### src/rtl/tdm_demux4.sv
// rtl/tdm_demux4.sv - serial TDM frame to 4-bit parallel word demultiplexer
//
// Optional feature macro: FRAME_PARITY_EN
//   undefined : 4-slot frame, completion on slot 3, err constant 0
//   defined   : 5-slot frame, slot 4 carries even parity, err = w0^w1^w2^w3^p
//
// Ports:
//   clk        in   system clock, rising edge
//   rst        in   asynchronous active-high reset
//   din        in   serial data bit
//   din_valid  in   din carries a bit this cycle
//   din_ready  out  block accepts din this cycle (= not shadow_full)
//   sync       in   frame start marker, restarts the slot counter
//   w0..w3     out  demultiplexed word bits (slot0 -> w0)
//   out_valid  out  w0..w3 hold a complete word
//   out_ready  in   downstream consumes the presented word
//   err        out  parity error for the presented word
module tdm_demux4 (
  input  logic clk,
  input  logic rst,
  input  logic din,
  input  logic din_valid,
  output logic din_ready,
  input  logic sync,
  output logic w0,
  output logic w1,
  output logic w2,
  output logic w3,
  output logic out_valid,
  input  logic out_ready,
  output logic err
);

`ifdef FRAME_PARITY_EN
  localparam logic [2:0] LAST_SLOT = 3'd4;
`else
  localparam logic [2:0] LAST_SLOT = 3'd3;
`endif

  logic [2:0] slot_q, slot_d;
  logic [3:0] shadow_q, shadow_d;
  logic       shadow_full_q, shadow_full_d;
  logic       sh_err_q, sh_err_d;
  logic [3:0] word_q, word_d;
  logic       out_valid_q, out_valid_d;
  logic       err_q, err_d;

  logic       accept;
  logic [2:0] eff_slot;
  logic       complete;
  logic [3:0] new_word;
  logic       new_err;

  // A held shadow word blocks input; din_ready depends on state only.
  assign din_ready = ~shadow_full_q;
  assign accept    = din_valid & ~shadow_full_q;
  // sync forces the arriving bit (if any) into slot 0.
  assign eff_slot  = sync ? 3'd0 : slot_q;
  assign complete  = accept && (eff_slot == LAST_SLOT);

`ifdef FRAME_PARITY_EN
  // Data bits are all in the shadow already; din is the parity bit.
  assign new_word = shadow_q;
  assign new_err  = ^{shadow_q, din};
`else
  // Last data bit arrives on din; err never loads anything but 0.
  assign new_word = {din, shadow_q[2:0]};
  assign new_err  = 1'b0;
`endif

  always_comb begin
    slot_d        = slot_q;
    shadow_d      = shadow_q;
    shadow_full_d = shadow_full_q;
    sh_err_d      = sh_err_q;
    word_d        = word_q;
    out_valid_d   = out_valid_q;
    err_d         = err_q;

    if (accept) begin
      slot_d = complete ? 3'd0 : eff_slot + 3'd1;
      // Slot 4 (parity) is not stored; in 4-slot mode the last bit also
      // lands in shadow[3] so a stalled word is complete in the shadow.
      if (eff_slot != 3'd4) begin
        shadow_d[eff_slot[1:0]] = din;
      end
    end else if (sync) begin
      slot_d = 3'd0;
    end

    if (shadow_full_q && out_ready) begin
      // Pending word moves up; out_valid stays asserted.
      word_d        = shadow_q;
      err_d         = sh_err_q;
      shadow_full_d = 1'b0;
      out_valid_d   = 1'b1;
    end else if (complete) begin
      if (!out_valid_q || out_ready) begin
        word_d      = new_word;
        err_d       = new_err;
        out_valid_d = 1'b1;
      end else begin
        shadow_full_d = 1'b1;
        sh_err_d      = new_err;
      end
    end else if (out_valid_q && out_ready) begin
      out_valid_d = 1'b0;
    end
  end

  always_ff @(posedge clk or posedge rst) begin
    if (rst) begin
      slot_q        <= 3'd0;
      shadow_q      <= 4'd0;
      shadow_full_q <= 1'b0;
      sh_err_q      <= 1'b0;
      word_q        <= 4'd0;
      out_valid_q   <= 1'b0;
      err_q         <= 1'b0;
    end else begin
      slot_q        <= slot_d;
      shadow_q      <= shadow_d;
      shadow_full_q <= shadow_full_d;
      sh_err_q      <= sh_err_d;
      word_q        <= word_d;
      out_valid_q   <= out_valid_d;
      err_q         <= err_d;
    end
  end

  assign w0        = word_q[0];
  assign w1        = word_q[1];
  assign w2        = word_q[2];
  assign w3        = word_q[3];
  assign out_valid = out_valid_q;
  assign err       = err_q;

endmodule

### config.mk
export PLATFORM = sky130hd
export DESIGN_NAME = tdm_demux4
export DESIGN_NICKNAME = d
export VERILOG_FILES = /design/src/rtl/tdm_demux4.sv
export SDC_FILE = /design/constraint.sdc
export NUM_CORES = 1
export LEC_CHECK = 0
export ABC_AREA = 1
export CAP_MARGIN = 30
export CORE_MARGIN = 4
export CORE_UTILIZATION = 40
export CTS_CLUSTER_SIZE = 28
export DETAILED_ROUTE_END_ITERATION = 6
export PLACE_DENSITY = 0.74
export REMOVE_ABC_BUFFERS = 1
export SLEW_MARGIN = 5
export SYNTH_ARGS = -nofsm -noshare
export SYNTH_HDL_FRONTEND = slang
export SYNTH_SLANG_ARGS = --single-unit
### constraint.sdc
create_clock -name clk -period 2 [get_ports clk]
set_clock_uncertainty 0.15 [all_clocks]
set_input_delay 0.4 -clock clk [delete_from_list [all_inputs] [get_ports clk]]
set_output_delay 0.4 -clock clk [all_outputs]
set_load 0.02 [all_outputs]
==> results of run 1 <==
[final timing paths]
kind / start / to / slack, ps / cells past startpoint
max: shadow_full_q$_DFFE_PP0P_ / din_ready / 50 / 2
min: rst / slot_q[1]$_DFF_PP0_ / 280 / 2
max reg2reg: slot_q[0]$_DFF_PP0_ / word_q[2]$_DFFE_PP0P_ / 570 / 8
min reg2reg: word_q[3]$_DFFE_PP0P_ / word_q[3]$_DFFE_PP0P_ / 330 / 2
max in group asynchronous: rst / word_q[2]$_DFFE_PP0P_ / 1080 / 2
min in group clk: word_q[3]$_DFFE_PP0P_ / word_q[3]$_DFFE_PP0P_ / 330 / 2
[routing by layer]
metal	part of all wire, %	wire length, um
met2	47	552
met3	5.4	64
met4	3.0	36
met5	0	0
met1	45	531
[state kept, by name, summed over array words and instances (netlist names)]
name and count:
shadow_q 4, shadow_full_q 1, slot_q 3, word_q 4, out_valid 1
[kinds of logic after synthesis]
group / after synthesis
other: 1
buffers and inverters: 11
and+or+nand+nor: 47
AOI/OAI and AO/OA: 2
xor gates and xnor gates: 1
adders and majority gates: 4
DFF: 13
[worst max-delay path: cells and delay by family (launching register included)]
kind | cells | cell delay (ps)
DFF | 1 | 440
buffers and inverters | 2 | 690
[stage by stage]
stage	TNS [ps]	power, W	std cells
floorplan	0	0.0004584	78
global placement	0	0.0005449	108
detailed placement	-146.5	0.0005540	108
CTS	0	0.0007155	112
global route	0	0.0007569	112
finish	0	0.0007068	112
[layout by cell type (no fill, tap or decap)]
cell type         n
nor2_4            1
nand3_2           1
o22ai_1           1
inv_1            10
o21ai_0           1
nand2_4           2
nand3_1          10
xnor2_1           1
conb_1            1
clkbuf_1          1
nand2_1          32
ha_1              4
clkdlybuf4s50_1  11
nor2_1            1
clkbuf_4          3
buf_4             3
dfrtp_1          13
[power breakdown]
| group | switching (W) | total, W | internal [W] |
|---|---|---|---|
| Combinational | 0.000105 | 0.000198 | 0.0000928 |
| Sequential | 0.0000278 | 0.000348 | 0.000320 |
| Clock | 0.0000839 | 0.000161 | 0.0000774 |
| Total | 0.000216 | 0.000707 | 0.000490 |
[area by class of cell]
cell class	count	area, um^2	area share (%)
Timing Repair Buffer	14	132.6	15.92
Clock buffer	4	26.28	3.153
Multi-Input combinational cell	55	291.5	34.99
Sequential cell	13	325.3	39.04
Tap cell	16	20.02	2.402
Inverter	10	37.54	4.505
==> metrics.txt, run 1 <==
final setup fails=0; fraction of synthesized area in multiplexers=0%; Placed Area=807.0 um^2; Hold Vio Cnt, Final=0; yosys synthesis warning count=0; part of the Yosys area used for sequential elements=about half; Yosys cell types=14; first-pass GRT wire length=2.145 mm; Die Span Y=48.68 um; Avg Vias per Cell=4.777; die area=around 2400 um^2; setup ws final=46.52 ps; ANT nets after route=0; CP endpoint kind=output port; achievable frequency=0.5119 GHz; post-CTS setup buffer count=0; clock latency on the worst-skew pair=around 280 ps; design area=approximately 830 um^2; simple-gate share of the synthesized area=around a third; top-count cell post-synth=nand2_1; largest area contributor in the netlist=dfrtp_1; initial antenna violation count=0; # Max-Cap Violations=0; share of layout cells above drive strength 1=10.42%; unrepaired setup endpoints after global routing=no; grt total ovfl=0; Max Root-Sink Buffers=2; CP Data Required Time=roughly 1500 ps; clock slew at reported path FFs=around 80 ps; cell row count=14; fillers=145; Worst path max stage delay=600 ps; Post-synth top cells=32 x nand2_1, 13 x dfrtp_1, 10 x inv_1, 10 x nand3_1, 4 x ha_1; Crit path arrival time=1400 ps; vias in the first global route=roughly 520; GR peak layer=met2; 1st-pass router iterations=2; kind of critical path=reg -> out; Resized cells post-CTS=0; CTS buffer count=3; largest net degree at the start of global routing=14; min Tclk post-route=1953 ps; clock sinks=13; Synth Area in Adders=7.561%; Hold Buf Count CTS=0; met1 Usage GRT=14.01%; P_leak=0.4498 nW; H-tree Lvls=1; Core Area=around 1500 um^2; n_diodes=0; cells along the critical path=inv_1 -> clkdlybuf4s50_1; WHS=284.7 ps; top_reg_cell synth=dfrtp_1; Syn Std Cell Area=661.9 um^2; main combinational cell family by area after synthesis=simple AND/OR/NAND/NOR gates; routed length per placed instance=roughly 11 um; GR Util met3=about 3.1%; total track usage=11.83%; setup slack at placement=-33.11 ps; Port Buffers=11; initial core utilization=42.94%; EDFF count, synth=0; Critical-path top delay cell=clkdlybuf4s50_1; I/O pin count=13; final WL=1.185 mm; fin util=54.06%; period utilisation layout=97.67%; max-slew violations=0; Synth area leaders=dfrtp_1 49%, nand2_1 18%, ha_1 7.6%, nand3_1 7.6%, inv_1 5.7%; Die X=48.68 um; Post-Synthesis Cells=79; post-synthesis compound-gate area fraction=under 10%; Cell Pwr Density=between 800 and 900 nW/um^2; met2 global-route usage=18.48%; mean post-synth cell area=8.378 um^2; flops & latches, synth=13; peak supply drop=between 0.3 and 0.4 mV; initial DRC count=2; nets=107; crit-path max FO=4; synthesis-to-layout area growth=25.90%; CTS tree=done; DRC Markers=0; post-synthesis xor/xnor area fraction=1.323%; HP Class=in -> async; status=completed; GPL Wtd Cong=around 0.8; DP Wirelength=937.8 um; Synth async-reset ratio=100.0%; Root Driver=clkbuf_4; top cell type's share of synthesized area=49.15%; startpoint types=flop; vias post-DR=535
Note: power is estimated with default switching activity, not from simulation.
==> run 2, diff against run 1 <==
--- a/config.mk
+++ b/config.mk
@@ -6,6 +6,7 @@
 export NUM_CORES = 1
 export LEC_CHECK = 0
 export ABC_AREA = 1
+export ABC_CLOCK_PERIOD_IN_PS = 2000
 export CAP_MARGIN = 30
 export CORE_MARGIN = 4
 export CORE_UTILIZATION = 40
@@ -17,3 +18,4 @@
 export SYNTH_ARGS = -nofsm -noshare
 export SYNTH_HDL_FRONTEND = slang
 export SYNTH_SLANG_ARGS = --single-unit
+export TNS_END_PERCENT = 1
==> results of run 2 <==
The final DEF is identical to that of run 1; final timing and power are the same.
==> run 3, diff against run 2 <==
--- a/config.mk
+++ b/config.mk
@@ -8,13 +8,12 @@
 export ABC_AREA = 1
 export ABC_CLOCK_PERIOD_IN_PS = 2000
 export CAP_MARGIN = 30
-export CORE_MARGIN = 4
-export CORE_UTILIZATION = 40
+export CORE_AREA = 2 2 39 41
 export CTS_CLUSTER_SIZE = 28
 export DETAILED_ROUTE_END_ITERATION = 6
-export PLACE_DENSITY = 0.74
+export DIE_AREA = 0 0 41 43
+export PLACE_DENSITY = 0.87
 export REMOVE_ABC_BUFFERS = 1
-export SLEW_MARGIN = 5
 export SYNTH_ARGS = -nofsm -noshare
 export SYNTH_HDL_FRONTEND = slang
 export SYNTH_SLANG_ARGS = --single-unit
==> metrics.txt, run 3 (synthesized netlist as in run 1, its figures left out) <==
initial core utilization=47.83% (+4.9 points); clock sinks=13 (unchanged); initial DRC count=17 (+15); largest net degree at the start of global routing=14 (unchanged); # Max-Cap Violations=0 (unchanged); Max Root-Sink Buffers=2 (unchanged); CP endpoint kind=output port; P_leak=0.4493 nW (-0.10%); HP Class=in -> async; first-pass GRT wire length=2.221 mm (+3.5%); vias in the first global route=560 (+7.3%); cell row count=14 (unchanged); nets=107 (unchanged); n_diodes=0 (unchanged); commonest non-fill, non-tap cells in the layout=32 x nand2_1, 13 x dfrtp_1, 10 x inv_1, 10 x nand3_1, 10 x clkdlybuf4s50_1; H-tree Lvls=1 (unchanged); kind of critical path=reg -> out; grt total ovfl=0 (unchanged); Avg Vias per Cell=4.893 (+2.4%); Hold Buf Count CTS=0 (unchanged); synthesis-to-layout area growth=26.28%; Port Buffers=11 (unchanged); Cell Pwr Density=855.3 nW/um^2 (+0.85%); CTS buffer count=3 (unchanged); Critical-path top delay cell=clkdlybuf4s50_1; crit path to=w3; R2R setup slack=570 ps (about the same); Worst path max stage delay=610 ps (about the same); min Tclk post-route=1791 ps (-162.7 ps); sw power=0.0002245 W (+3.7%); clock power share=23.1% (+0.3 points); switching share of power=31.41% (+0.79 points); Resized cells post-CTS=0 (unchanged); initial antenna violation count=0 (unchanged); ANT nets after route=0 (unchanged); 1st-pass router iterations=3 (+1); Root Driver=clkbuf_4; Int Pwr=0.0004904 W (about the same); WP depth=1 (-1); crit-path max FO=2 (-2); setup TNS=0 ps (unchanged); period utilisation layout=89.54% (-8.1 points); Reg power frac=49.0% (-0.2 points); worst r2r src=slot_q[0]$_DFF_PP0_; routed length per placed instance=11.35 um (+7.3%); DP Wirelength=996.2 um (+6.2%); cells along the critical path=clkdlybuf4s50_1; Comb pwr share=27.9% (about the same); beginning of the critical path=word_q[3]$_DFFE_PP0P_; clock slew at reported path FFs=80 ps (about the same); DRC Markers=0 (unchanged); Worst R2R Path Depth=8 (unchanged); Die Span Y=43 um (-12%); peak supply drop=0.5661 mV (+50%); Pwr Total=0.0007149 W (+1.2%); Crit path arrival time=1240 ps (-160 ps); share of layout cells above drive strength 1=10.42% (unchanged); GPL Wtd Cong=0.8007 (+0.41%); max-slew violations=0 (unchanged); Hold Vio Cnt, Final=0 (unchanged); CTS tree=done; Core Area=1384 um^2 (-10%); fillers=126 (-13%); total track usage=18.65% (+6.8 points); vias post-DR=548 (+2.4%); unrepaired setup endpoints after global routing=no; crit path buf inv count=1 (-1); achievable frequency=0.5584 GHz (+9.1%); die area=1763 um^2 (-26%); startpoint types=flop; Largest regs=shadow_q: 4 flops, word_q: 4 flops, slot_q: 3 flops; status=completed; Worst R2R End=word_q[2]$_DFFE_PP0P_; clock latency on the worst-skew pair=280 ps (about the same); final setup fails=0 (unchanged); CP top delay family=buffers and inverters; final WL=1.271 mm (+7.3%); leading cell type in the layout, fill and taps excluded=nand2_1; I/O pin count=13 (unchanged); Die X=41 um (-16%); post-CTS setup buffer count=0 (unchanged); CP Data Required Time=1450 ps (about the same)
==> run 3: changes by cell type in the layout (fill, tap and decap cells not counted) <==
cell	delta
clkdlybuf4s50_1	-1
dlymetal6s2s_1	+1
==> run 3: worst min-delay path by stage <==
| stage | depth (start not counted) | from | endpoint |
|---|---|---|---|
| 6_report | 2 | rst | slot_q[2]$_DFF_PP0_ |
| 5_1_grt | 2 | rst | slot_q[2]$_DFF_PP0_ |
| 4_1_cts | 2 | rst | slot_q[2]$_DFF_PP0_ |
| 3_5_place_dp | 2 | shadow_q[3]$_DFFE_PP0P_ | shadow_q[3]$_DFFE_PP0P_ |
| 3_3_place_gp | 2 | word_q[3]$_DFFE_PP0P_ | word_q[3]$_DFFE_PP0P_ |
| 2_1_floorplan | 1 | rst | out_valid$_DFFE_PP0P_ |
==> run 3: cell type report <==
type,count,area (um^2),share of cell area [%]
clock buffer,4,26.28,3.144
inverter,10,37.54,4.491
multi-input combinational,55,291.5,34.88
sequential,13,325.3,38.92
tap,16,20.02,2.395
timing repair buffer,14,135.1,16.17
==> run 3: per-stage QoR <==
stage | std cells | instance area, um^2 | setup WS, ps | hold slack [ps] | util, %
global route | 112 | 835.8 | 115.7 | 335.6 | 60.40
detailed placement | 108 | 807.0 | -33.02 | 315.7 | 58.32
CTS | 112 | 833.3 | 16.27 | 304.4 | 60.22
floorplan | 78 | 654.4 | 501.3 | 127.0 | -
global placement | 108 | 807.0 | 33.32 | 304.6 | 58.32
finish | 112 | 835.8 | 209.2 | 288.1 | 60.40
==> run 3: power by group through the flow <==
stage	clock, W	combinational, W	sequential [W]
5_1_grt	0.000180	0.000225	0.000356
6_report	0.000165	0.000199	0.000351
4_1_cts	0.000169	0.000201	0.000351
3_3_place_gp	0	0.000192	0.000352
2_1_floorplan	0	0.0000756	0.000383
3_5_place_dp	0	0.000200	0.000356
==> run 3: metal layers <==
| layer | global-route usage [%] | part of all wire (%) | routed length (um) |
|---|---|---|---|
| met5 | 0 | 0 | 0 |
| met4 | 11.33 | 2.8 | 36 |
| met3 | 5.759 | 3.1 | 39 |
| met2 | 28.44 | 52 | 664 |
| met1 | 21.62 | 42 | 531 |
